===== src/rtl/rpn_pkg.sv =====
`default_nettype none
// ============================================================================
// Module      : rpn_pkg
// Description : Shared constants for the RPN sequencer: opcodes, error codes
//               and the controller state encoding.
//               Optional feature macro: RPN_DIV_EN (enables OP_DIV / OP_MOD).
// Revision    : 1.0 - initial release
// ============================================================================
package rpn_pkg;

    // Opcodes carried on tok_op (a = second, b = first)
    localparam logic [3:0] OP_ADD  = 4'd0;
    localparam logic [3:0] OP_SUB  = 4'd1;
    localparam logic [3:0] OP_MUL  = 4'd2;
    localparam logic [3:0] OP_AND  = 4'd3;
    localparam logic [3:0] OP_OR   = 4'd4;
    localparam logic [3:0] OP_XOR  = 4'd5;
    localparam logic [3:0] OP_DUP  = 4'd6;
    localparam logic [3:0] OP_DROP = 4'd7;
    localparam logic [3:0] OP_DIV  = 4'd8;
    localparam logic [3:0] OP_MOD  = 4'd9;
    localparam logic [3:0] OP_EQ   = 4'd15;

    // Error codes reported on err_code
    localparam logic [1:0] ERR_NONE    = 2'd0;
    localparam logic [1:0] ERR_UNDER   = 2'd1;
    localparam logic [1:0] ERR_OVER    = 2'd2;
    localparam logic [1:0] ERR_ILLEGAL = 2'd3;

    // Controller states
    localparam int         ST_W     = 2;
    localparam logic [1:0] ST_FLUSH = 2'd0;
    localparam logic [1:0] ST_IDLE  = 2'd1;
    localparam logic [1:0] ST_EXEC  = 2'd2;
    localparam logic [1:0] ST_DIVW  = 2'd3;

endpackage
`default_nettype wire


===== src/rtl/rpn_divu.sv =====
`default_nettype none
// ============================================================================
// Module      : rpn_divu
// Description : 16-bit unsigned restoring divider, one quotient bit per cycle.
//               The first bit is resolved on the start edge, so done pulses
//               16 cycles after the start cycle. Only built with RPN_DIV_EN.
// Ports       : clk, rst (sync, active-high), start, a (dividend),
//               b (divisor) -> busy, done (1-cycle pulse), quo, rem
// Revision    : 1.0 - initial release
// ============================================================================
`ifdef RPN_DIV_EN
module rpn_divu (
    input  logic        clk,
    input  logic        rst,
    input  logic        start,
    input  logic [15:0] a,
    input  logic [15:0] b,
    output logic        busy,
    output logic        done,
    output logic [15:0] quo,
    output logic [15:0] rem
);

    logic        r_busy;
    logic        r_done;
    logic [15:0] r_quo;
    logic [15:0] r_rem;
    logic [15:0] r_b;
    logic [3:0]  r_cnt;

    // One restoring step: shift the next dividend bit into the partial
    // remainder and subtract the divisor when it fits. The partial remainder
    // is always below the divisor, so the difference fits in 16 bits.
    function automatic logic [31:0] f_step(input logic [15:0] rem_in,
                                           input logic [15:0] quo_in,
                                           input logic [15:0] dvs);
        logic [16:0] l_trial;
        logic [15:0] l_diff;
        l_trial = {rem_in, quo_in[15]};
        l_diff  = l_trial[15:0] - dvs;
        if (l_trial >= {1'b0, dvs})
            f_step = {l_diff, quo_in[14:0], 1'b1};
        else
            f_step = {l_trial[15:0], quo_in[14:0], 1'b0};
    endfunction

    always_ff @(posedge clk) begin
        if (rst) begin
            r_busy <= 1'b0;
            r_done <= 1'b0;
            r_quo  <= 16'd0;
            r_rem  <= 16'd0;
            r_b    <= 16'd0;
            r_cnt  <= 4'd0;
        end else begin
            r_done <= 1'b0;
            if (start) begin
                {r_rem, r_quo} <= f_step(16'd0, a, b);
                r_b            <= b;
                r_cnt          <= 4'd0;
                r_busy         <= 1'b1;
            end else if (r_busy) begin
                {r_rem, r_quo} <= f_step(r_rem, r_quo, r_b);
                r_cnt          <= r_cnt + 4'd1;
                // 15 further steps after the start edge complete all 16 bits
                if (r_cnt == 4'd14) begin
                    r_busy <= 1'b0;
                    r_done <= 1'b1;
                end
            end
        end
    end

    assign busy = r_busy;
    assign done = r_done;
    assign quo  = r_quo;
    assign rem  = r_rem;

endmodule
`endif
`default_nettype wire


===== src/rtl/rpn_ctrl.sv =====
`default_nettype none
// ============================================================================
// Module      : rpn_ctrl
// Description : RPN token sequencer. Turns number/operator tokens into stack
//               write/pop commands, tracks the stack depth itself and flags
//               underflow, overflow and illegal operations.
//               Optional feature macro: RPN_DIV_EN (DIV/MOD via rpn_divu).
// Ports       : clk, rst (sync, active-high)
//               tok_valid/tok_ready/tok_is_num/tok_val/tok_op - token input
//               stk_wen/stk_din/stk_pop - stack commands
//               stk_first/stk_second    - top two stack entries
//               res_valid/res_data      - EQ result pulse
//               err_valid/err_code      - rejected-token pulse
// Revision    : 1.0 - initial release
// ============================================================================
module rpn_ctrl
    import rpn_pkg::*;
#(
    parameter int STACK_ADDR_WIDTH = 5,
    parameter int DEPTH_MAX        = 2**STACK_ADDR_WIDTH - 1
) (
    input  logic        clk,
    input  logic        rst,
    input  logic        tok_valid,
    output logic        tok_ready,
    input  logic        tok_is_num,
    input  logic [15:0] tok_val,
    input  logic [3:0]  tok_op,
    output logic        stk_wen,
    output logic [15:0] stk_din,
    output logic [1:0]  stk_pop,
    input  logic [15:0] stk_first,
    input  logic [15:0] stk_second,
    output logic        res_valid,
    output logic [15:0] res_data,
    output logic        err_valid,
    output logic [1:0]  err_code
);

    localparam int                          c_DW         = STACK_ADDR_WIDTH + 1;
    localparam logic [c_DW-1:0]             c_DEPTH_MAX  = c_DW'(DEPTH_MAX);
    localparam logic [c_DW-1:0]             c_ONE        = c_DW'(1);
    localparam logic [c_DW-1:0]             c_TWO        = c_DW'(2);
    localparam logic [STACK_ADDR_WIDTH-1:0] c_FLUSH_LAST = '1;

    logic [ST_W-1:0]             r_state;
    logic [STACK_ADDR_WIDTH-1:0] r_flush_cnt;
    logic [c_DW-1:0]             r_depth;
    logic                        r_is_num;
    logic [15:0]                 r_val;
    logic [3:0]                  r_op;
    logic [15:0]                 r_res_data;
    logic [1:0]                  r_err_code;

    logic [1:0]  w_code;
    logic [15:0] w_alu;
    logic [15:0] w_prod;
    logic        w_depth_inc;
    logic        w_depth_dec;

`ifdef RPN_DIV_EN
    logic        r_div_run;
    logic        r_div_err;
    logic        w_div_start;
    logic        w_div_busy;
    logic        w_div_done;
    logic [15:0] w_quo;
    logic [15:0] w_rem;
    logic [1:0]  w_div_code;

    rpn_divu u_divu (
        .clk   (clk),
        .rst   (rst),
        .start (w_div_start),
        .a     (stk_second),
        .b     (stk_first),
        .busy  (w_div_busy),
        .done  (w_div_done),
        .quo   (w_quo),
        .rem   (w_rem)
    );

    // Checked on DIVW entry; underflow wins because first/second are
    // meaningless without two entries.
    assign w_div_code = (r_depth < c_TWO)      ? ERR_UNDER   :
                        (stk_first == 16'd0)   ? ERR_ILLEGAL : ERR_NONE;
`endif

    assign w_prod = stk_second * stk_first;

    // Legality of the latched token against the tracked depth
    always_comb begin
        w_code = ERR_NONE;
        if (r_is_num) begin
            if (r_depth >= c_DEPTH_MAX) w_code = ERR_OVER;
        end else begin
            case (r_op)
                OP_ADD, OP_SUB, OP_MUL, OP_AND, OP_OR, OP_XOR: begin
                    if (r_depth < c_TWO) w_code = ERR_UNDER;
                end
                OP_DUP: begin
                    if (r_depth < c_ONE)             w_code = ERR_UNDER;
                    else if (r_depth >= c_DEPTH_MAX) w_code = ERR_OVER;
                end
                OP_DROP, OP_EQ: begin
                    if (r_depth < c_ONE) w_code = ERR_UNDER;
                end
                // DIV/MOD never reach EXEC when the divider exists
                default: w_code = ERR_ILLEGAL;
            endcase
        end
    end

    always_comb begin
        case (r_op)
            OP_ADD:  w_alu = stk_second + stk_first;
            OP_SUB:  w_alu = stk_second - stk_first;
            OP_MUL:  w_alu = w_prod;
            OP_AND:  w_alu = stk_second & stk_first;
            OP_OR:   w_alu = stk_second | stk_first;
            OP_XOR:  w_alu = stk_second ^ stk_first;
            default: w_alu = stk_first;
        endcase
    end

    // Stack commands and pulses decode from registered state; the stack
    // applies them at the edge closing the cycle.
    always_comb begin
        tok_ready   = 1'b0;
        stk_wen     = 1'b0;
        stk_din     = 16'd0;
        stk_pop     = 2'd0;
        res_valid   = 1'b0;
        res_data    = r_res_data;
        err_valid   = 1'b0;
        err_code    = r_err_code;
        w_depth_inc = 1'b0;
        w_depth_dec = 1'b0;
`ifdef RPN_DIV_EN
        w_div_start = 1'b0;
`endif
        if (!rst) begin
            case (r_state)
                ST_FLUSH: stk_pop = 2'd1;
                ST_IDLE:  tok_ready = 1'b1;
                ST_EXEC: begin
                    if (w_code != ERR_NONE) begin
                        err_valid = 1'b1;
                        err_code  = w_code;
                    end else if (r_is_num) begin
                        stk_wen     = 1'b1;
                        stk_din     = r_val;
                        w_depth_inc = 1'b1;
                    end else begin
                        case (r_op)
                            OP_DUP: begin
                                stk_wen     = 1'b1;
                                stk_din     = stk_first;
                                w_depth_inc = 1'b1;
                            end
                            OP_DROP: begin
                                stk_pop     = 2'd1;
                                w_depth_dec = 1'b1;
                            end
                            OP_EQ: begin
                                res_valid = 1'b1;
                                res_data  = stk_first;
                            end
                            default: begin
                                stk_wen     = 1'b1;
                                stk_pop     = 2'd2;
                                stk_din     = w_alu;
                                w_depth_dec = 1'b1;
                            end
                        endcase
                    end
                end
`ifdef RPN_DIV_EN
                ST_DIVW: begin
                    if (r_div_err) begin
                        // code was captured into r_err_code on entry
                        err_valid = 1'b1;
                    end else if (r_div_run) begin
                        if (w_div_done) begin
                            stk_wen     = 1'b1;
                            stk_pop     = 2'd2;
                            stk_din     = (r_op == OP_MOD) ? w_rem : w_quo;
                            w_depth_dec = 1'b1;
                        end
                    end else if (w_div_code == ERR_NONE && !w_div_busy) begin
                        w_div_start = 1'b1;
                    end
                end
`endif
                default: ;
            endcase
        end
    end

    always_ff @(posedge clk) begin
        if (rst) begin
            r_state     <= ST_FLUSH;
            r_flush_cnt <= '0;
            r_depth     <= '0;
            r_is_num    <= 1'b0;
            r_val       <= 16'd0;
            r_op        <= 4'd0;
            r_res_data  <= 16'd0;
            r_err_code  <= ERR_NONE;
`ifdef RPN_DIV_EN
            r_div_run   <= 1'b0;
            r_div_err   <= 1'b0;
`endif
        end else begin
            if (w_depth_inc)      r_depth <= r_depth + 1'b1;
            else if (w_depth_dec) r_depth <= r_depth - 1'b1;

            case (r_state)
                ST_FLUSH: begin
                    // The stack pointer has no reset: pop once per entry
                    r_flush_cnt <= r_flush_cnt + 1'b1;
                    if (r_flush_cnt == c_FLUSH_LAST) begin
                        r_depth <= '0;
                        r_state <= ST_IDLE;
                    end
                end
                ST_IDLE: begin
                    if (tok_valid) begin
                        r_is_num <= tok_is_num;
                        r_val    <= tok_val;
                        r_op     <= tok_op;
`ifdef RPN_DIV_EN
                        if (!tok_is_num && (tok_op == OP_DIV || tok_op == OP_MOD))
                            r_state <= ST_DIVW;
                        else
`endif
                            r_state <= ST_EXEC;
                    end
                end
                ST_EXEC: begin
                    if (w_code != ERR_NONE) r_err_code <= w_code;
                    if (res_valid)          r_res_data <= stk_first;
                    r_state <= ST_IDLE;
                end
`ifdef RPN_DIV_EN
                ST_DIVW: begin
                    if (r_div_err) begin
                        r_div_err <= 1'b0;
                        r_state   <= ST_IDLE;
                    end else if (r_div_run) begin
                        if (w_div_done) begin
                            r_div_run <= 1'b0;
                            r_state   <= ST_IDLE;
                        end
                    end else if (w_div_code != ERR_NONE) begin
                        r_div_err  <= 1'b1;
                        r_err_code <= w_div_code;
                    end else if (!w_div_busy) begin
                        r_div_run <= 1'b1;
                    end
                end
`endif
                default: r_state <= ST_IDLE;
            endcase
        end
    end

endmodule
`default_nettype wire


===== config.mk =====
export PLATFORM = sky130hd
export DESIGN_NAME = rpn_ctrl
export DESIGN_NICKNAME = d
export VERILOG_FILES = /design/src/rtl/rpn_pkg.sv /design/src/rtl/rpn_divu.sv /design/src/rtl/rpn_ctrl.sv
export SDC_FILE = /design/constraint.sdc
export NUM_CORES = 1
export LEC_CHECK = 0
export CORE_MARGIN = 4
export CORE_UTILIZATION = 35
export CTS_CLUSTER_DIAMETER = 30
export DETAILED_ROUTE_END_ITERATION = 12
export PLACE_DENSITY = 0.53
export SLEW_MARGIN = 20
export SYNTH_ARGS = -nofsm -noshare
export SYNTH_HDL_FRONTEND = slang
export SYNTH_SLANG_ARGS = --single-unit
export TNS_END_PERCENT = 50

===== constraint.sdc =====
create_clock -name clk -period 23.8 [get_ports clk]
set_input_delay 4.76 -clock clk [delete_from_list [all_inputs] [get_ports clk]]
set_output_delay 4.76 -clock clk [all_outputs]
set_load 0.01 [all_outputs]

==> results.txt, run 1 <==
Outcome = completed
Peak supply drop = 0.0877 mV
CP required = 19.04 ns
Setup slack at placement = 7.32 ns
N_diodes = 0
PwrDens = 77.1 nW/um2
Routability cong. = 0.938
Critical path's most frequent cell = fa_1
Relative slew slack = 29.1%
Syn Area/Cell = 7.76 um2
CP Max Fanout = 11
Number of global-route vias before repair = 8018
Post-Syn Area = 8540 um2
Post-Route WL = 29900 um
Fin area = 9910 um2
Tcrit/Tclk final = 69.7%
Die H = 164 um
Initial antenna violation count = 0
Library cells used by synthesis = 68
Max incr delay on CP = 0.85 ns
Setup_tns = 0 ns
Min Hold Slack = 0.477 ns
Sequential area share after synthesis = 12.2%
Hold-fix buffers, CTS = 0
DIE AREA = 27000 um2
Final Skew = 0.00981 ns
Synth Flop Type = dfxtp_1
Post-DP Area = 9750 um2
Core area = 23800 um2
Dpl hpwl = 23100 um
Pre-antenna DRT Iters = 6
DRT iter0 DRCs = 728
R2R Path Start = r_op[0]
Min-delay src = r_val[13]
Post-Syn Nets = 1338
Pin count of the biggest net entering global routing = 33
Crit path from = stk_first[6]
Slew Limit Fails = 0
Most common cell after layout, fill and taps aside = inv_1
Via density = 5.37
Worst R2R Path Depth = 8
Post-cts sizing count = 0
Yosys warning total = 0
Max clock buf depth = 2
Maxcap violations = 0
Via count = 7941
Standard-cell rows = 56
Setup CP Type = input port to primary output
Synthesized instance count = 1100
Hold path cells = 1
Gr usage total = 22.2%
PortBufs = 95
Setup violators final = 0
CTS tree = built
Post-synth top area share = 19.0%
Initial Utilization = 35.9%
Slowest-stage cell, CP = clkdlybuf4s50_1
EDFF count, synth = 0
Global-route wire length before repair = 46200 um
HP Class = register to register
Final-report hold violation count = 0
Latest clock arrival within the worst-skew pair = 0.30 ns
WL per Instance = 20.2 um
RSZ-0062 raised after global routing = false
Antenna viol nets, final = 0
Commonest non-fill, non-tap cells in the layout = 152 x inv_1, 145 x nor2_1, 117 x nand2_1
Post-layout min period = 16.60 ns
Setup bufs post-CTS = 0
Core Util, Final = 41.7%
Area grow syn2layout = 16.1%
Final #Nets = 1398
Layout cells sized above 1 = 3.79%
FMAX = 0.0603 GHz
Synth area leaders = fa_1 19%, ha_1 15%, dfxtp_1 12%, inv_1 6.7%, nor2_1 6.4%
H-tree depth = 2
Crit. End Element = primary output
Static Leakage = 0.00452 uW
FF+latch count, synth = 52
Grt ovf = 0
Clock root cell = clkbuf_16
Clock Sinks = 52
Critical path arrival = 11.84 ns
Final WS setup = 7.20 ns
CP startpoint kind = input port
Worst slew pin tran = 1.06 ns
Residual DRC = 0
Largest area contributor in the netlist = fa_1
CP cell instances = clkdlybuf4s50_1 > clkinv_1 > nor2_1 > fa_1 > inv_1 > fa_1 > fa_1 > fa_1 > inv_1 > fa_1 > inv_1 > fa_1 > inv_1 > ha_1 > nand3_1 > a21oi_1 > o31ai_1 > xnor2_1 > nand2_1 > a311oi_1 > clkdlybuf4s50_1
Die Width = 164 um
Clk slew on worst S/H paths = 0.07 ns
TritonCTS Buffers = 5
Synth async-reset ratio = 0%
IO Pins = 96
[registers in the layout, summed over array words and instances (netlist names)]
signal       flops
r_res_data      16
r_val           16
r_depth          6
r_err_code       2
r_is_num         1
r_state          2
r_flush_cnt      5
r_op             4
[power breakdown]
part / switching, uW / internal, uW
clock network: 35.2 / 40.0
registers: 0.360 / 87.4
logic: 360 / 241
[critical path, delay by kind of cell]
| kind | cells | cell delay, ns |
|---|---|---|
| XOR/XNOR | 1 | 0.24 |
| buffers and inverters | 7 | 2.21 |
| AND/OR/NAND/NOR | 3 | 0.49 |
| adder cells (fa/ha/maj) | 7 | 3.22 |
| AO/OA/AOI/OAI | 3 | 0.89 |
[cells by family after synthesis]
kind of cell,share of synthesized area (%)
AO/OA/AOI/OAI,16.9
XOR/XNOR,6.52
adder cells (fa/ha/maj),33.8
buffers and inverters,9.57
flip-flops,12.2
multiplexers,2.99
AND/OR/NAND/NOR,18.0
[stage by stage]
step,power [uW],std cells
6_report,764,1480
3_3_place_gp,682,1472
5_1_grt,837,1480
3_5_place_dp,680,1472
2_1_floorplan,503,1100
4_1_cts,760,1480
[worst paths after layout]
kind | slack (ns) | endpoint
min reg2reg | 0.48 | r_val[13]
max | 7.20 | stk_din[15]
min | 0.48 | r_val[13]
max reg2reg | 20.63 | r_depth[5]
[layout make-up]
type                            instances  area, um2
Fill cell                            2452      13800
Multi-Input combinational cell        837       6690
Sequential cell                        52       1040
Timing Repair Buffer                  106       1030
Inverter                              158        593
Tap cell                              319        399
Clock buffer                            5        125
Clock inverter                          3       27.5
[metal layers]
layer / track usage (%) / vias to the layer above / wire, um
met3: 1.73 / 54 / 2010
met4: 8.23 / 0 / 1060
met5: 0 / - / 0
met2: 36.1 / 327 / 13400
met1: 31.0 / 3796 / 13400
li1: - / 3764 / -
[Yosys cell counts, drive strengths merged (3+ instances only)]
master   count
a22oi        4
xnor2       49
nor2b        4
a211oi      13
mux2i        3
o2111ai      4
a31oi        6
dfxtp       52
o41ai        3
mux2        20
o211ai       4
a21oi       74
inv        156
nor3        17
a22o        21
a211o        3
or3         14
o21ai       42
nor3b        5
and2         4
a41oi        3
and3         7
nand3       14
nand2b       6
nor2       146
o21a         9
a32o         5
fa          81
nand2      117
ha         101
xor2        12
a21o         5
a221oi       6
clkbuf      44
nor4         3
or2          3
o31ai        5
buf          9
or4          3
Note: power is estimated with default switching activity, not from simulation.
==> inputs of run 2 (changes only) <==
==> constraint.sdc (replaced) <==
create_clock -name clk -period 16.97 [get_ports clk]
set_input_delay 3.394 -clock clk [delete_from_list [all_inputs] [get_ports clk]]
set_output_delay 3.394 -clock clk [all_outputs]
set_load 0.01 [all_outputs]
==> run 2 against run 1 <==
- register-to-register slack got worse by 6.9 ns
- sequential share of layout area did not move
- global-route usage barely moved
- non-clock buffer count did not move
- design area did not move
- critical path type unchanged
- critical endpoint unchanged
==> results.txt, run 2 (synthesis gave the netlist of run 1 again) <==
Outcome = completed (unchanged)
DRT iter0 DRCs = 524 (was 728)
Final Skew = 0.0101 ns (was 0.00981 ns)
Grt ovf = 0 (unchanged)
Static Leakage = 0.00452 uW (unchanged)
Setup violators final = 0 (unchanged)
Multi-input gate area = 6690 um2 (unchanged)
Dpl hpwl = 23200 um (was 23100 um)
Worst R2R Path Depth = 8 (unchanged)
Core area = 23800 um2 (unchanged)
Latest clock arrival within the worst-skew pair = 0.30 ns (about the same)
Maxcap violations = 0 (unchanged)
Post-cts sizing count = 0 (unchanged)
FF-to-FF End = r_depth[4] (was r_depth[5])
HP Class = register to register (unchanged)
Antenna viol nets, final = 0 (unchanged)
Initial Utilization = 35.9% (unchanged)
IO Pins = 96 (unchanged)
Worst slew pin tran = 1.04 ns (was 1.06 ns)
Post-Route WL = 30000 um (was 29900 um)
Gr usage total = 22.3% (was 22.2%)
Commonest non-fill, non-tap cells in the layout = 152 x inv_1, 145 x nor2_1, 117 x nand2_1 (unchanged)
Crit. End Element = primary output (unchanged)
Tcrit/Tclk final = 81.8%
Standard-cell rows = 56 (unchanged)
Final #Nets = 1398 (unchanged)
Residual DRC = 0 (unchanged)
Register area = 1040 um2 (unchanged)
Pre-antenna DRT Iters = 5 (was 6)
Clk slew on worst S/H paths = 0.07 ns (about the same)
CTS tree = built (unchanged)
Most common cell after layout, fill and taps aside = inv_1 (unchanged)
Setup CP Type = input port to primary output (unchanged)
Final-report hold violation count = 0 (unchanged)
PwrDens = 108 nW/um2 (was 77.1 nW/um2)
Fillers = 2474 (was 2452)
Via count = 7910 (was 7941)
TritonCTS Buffers = 5 (unchanged)
Number of global-route vias before repair = 7967 (was 8018)
Die Width = 164 um (unchanged)
R2R Path Start = r_op[0] (unchanged)
Global-route wire length before repair = 46100 um (was 46200 um)
RSZ-0062 raised after global routing = false (unchanged)
FMAX = 0.0720 GHz
Layout cells sized above 1 = 3.79% (unchanged)
Routability cong. = 0.938 (about the same)
Via density = 5.34 (was 5.37)
CP required = 13.58 ns (was 19.04 ns)
Min-delay src = r_val[13] (unchanged)
Hold path cells = 1 (unchanged)
Largest registers = r_res_data x16, r_val x16, r_depth x6 (unchanged)
Clock root cell = clkbuf_16 (unchanged)
CP Max Fanout = 11 (unchanged)
Relative slew slack = 30.4% (was 29.1%)
WL per Instance = 20.3 um (was 20.2 um)
H-tree depth = 2 (unchanged)
Setup_tns = 0 ns (unchanged)
Max clock buf depth = 2 (unchanged)
Slew Limit Fails = 0 (unchanged)
Critical path's most frequent cell = fa_1 (unchanged)
Core Util, Final = 41.7% (unchanged)
Die H = 164 um (unchanged)
Clock Sinks = 52 (unchanged)
DIE AREA = 27000 um2 (unchanged)
Area grow syn2layout = 16.1% (unchanged)
PortBufs = 95 (unchanged)
Flop-to-flop setup slack = 13.77 ns (was 20.63 ns)
Critical path arrival = 10.49 ns (was 11.84 ns)
Slowest-stage cell, CP = clkdlybuf4s50_1 (unchanged)
Max incr delay on CP = 0.85 ns (about the same)
Hold-fix buffers, CTS = 0 (unchanged)
Post-layout min period = 13.89 ns
CP startpoint kind = input port (unchanged)
Bufs and invs on worst path = 7 (unchanged)
Pin count of the biggest net entering global routing = 33 (unchanged)
Setup bufs post-CTS = 0 (unchanged)
CP cell instances = clkdlybuf4s50_1 > clkinv_1 > nor2_1 > fa_1 > inv_1 > fa_1 > fa_1 > fa_1 > inv_1 > fa_1 > inv_1 > fa_1 > inv_1 > ha_1 > nand3_1 > a21oi_1 > o31ai_1 > xnor2_1 > nand2_1 > a311oi_1 > clkdlybuf4s50_1 (unchanged)
Initial antenna violation count = 0 (unchanged)
N_diodes = 0 (unchanged)
Peak supply drop = 0.0858 mV (was 0.0877 mV)
Hold EP = r_val[13] (unchanged)
Critical path's top delay family = adder cells (unchanged)
-- run 2: cell counts in the layout (fill, tap and decap cells not counted) --
Identical to the previous run, type by type.
-- run 2: through the flow --
stage               std cells  total power, uW  area (um2)  hold slack (ns)  setup slack (ns)
detailed placement       1472              954        9750            0.462              3.24
CTS                      1480             1070        9900            0.480              3.19
global placement         1472              956        9750            0.459              3.26
finish                   1480             1070        9910            0.476              3.08
floorplan                1100              705        8540            0.444              4.93
global route             1480             1180        9910            0.496              2.80
-- run 2: metal layers --
metal / routed length [um] / up-vias / part of all wire, % / global-route usage [%]
met4: 1010 / 0 / 3.4 / 7.32
met3: 1810 / 60 / 6.0 / 2.56
met1: 13700 / 3810 / 46 / 30.7
li1: - / 3756 / - / -
met5: 0 / - / 0 / 0
met2: 13500 / 284 / 45 / 36.4
-- run 2: worst reg2reg max path: stages, from the launching register on --
cell and delay, ns:
dfxtp_1 0.40, buf_4 0.40, and3_1 0.45, nor3_1 0.11, o21bai_1 0.19, or2_4 0.29, or3_1 0.70, or3_1 0.47
a21oi_1 0.13
-- run 2: worst max-delay path by stage --
stage / endpoint / start / slack [ns] / cells after the start
floorplan: stk_din[15] / stk_first[1] / 4.93 / 21
global placement: stk_din[15] / stk_first[6] / 3.26 / 20
detailed placement: stk_din[15] / stk_first[6] / 3.24 / 21
CTS: stk_din[15] / stk_first[6] / 3.19 / 21
global route: stk_din[15] / stk_first[6] / 2.80 / 21
finish: stk_din[15] / stk_first[6] / 3.08 / 21
-- run 2: area by class of cell --
cell class,instances,area share (%)
Clock inverter,3,0.278
Tap cell,319,4.03
Clock buffer,5,1.26
Sequential cell,52,10.5
Timing Repair Buffer,106,10.4
Multi-Input combinational cell,837,67.5
Inverter,158,5.98
-- run 2: power breakdown --
group | internal [uW] | switching, uW | leakage (uW)
registers | 123 | 0.496 | 0.000419
clock network | 56.1 | 50.4 | 0.0000719
logic | 337 | 501 | 0.00403
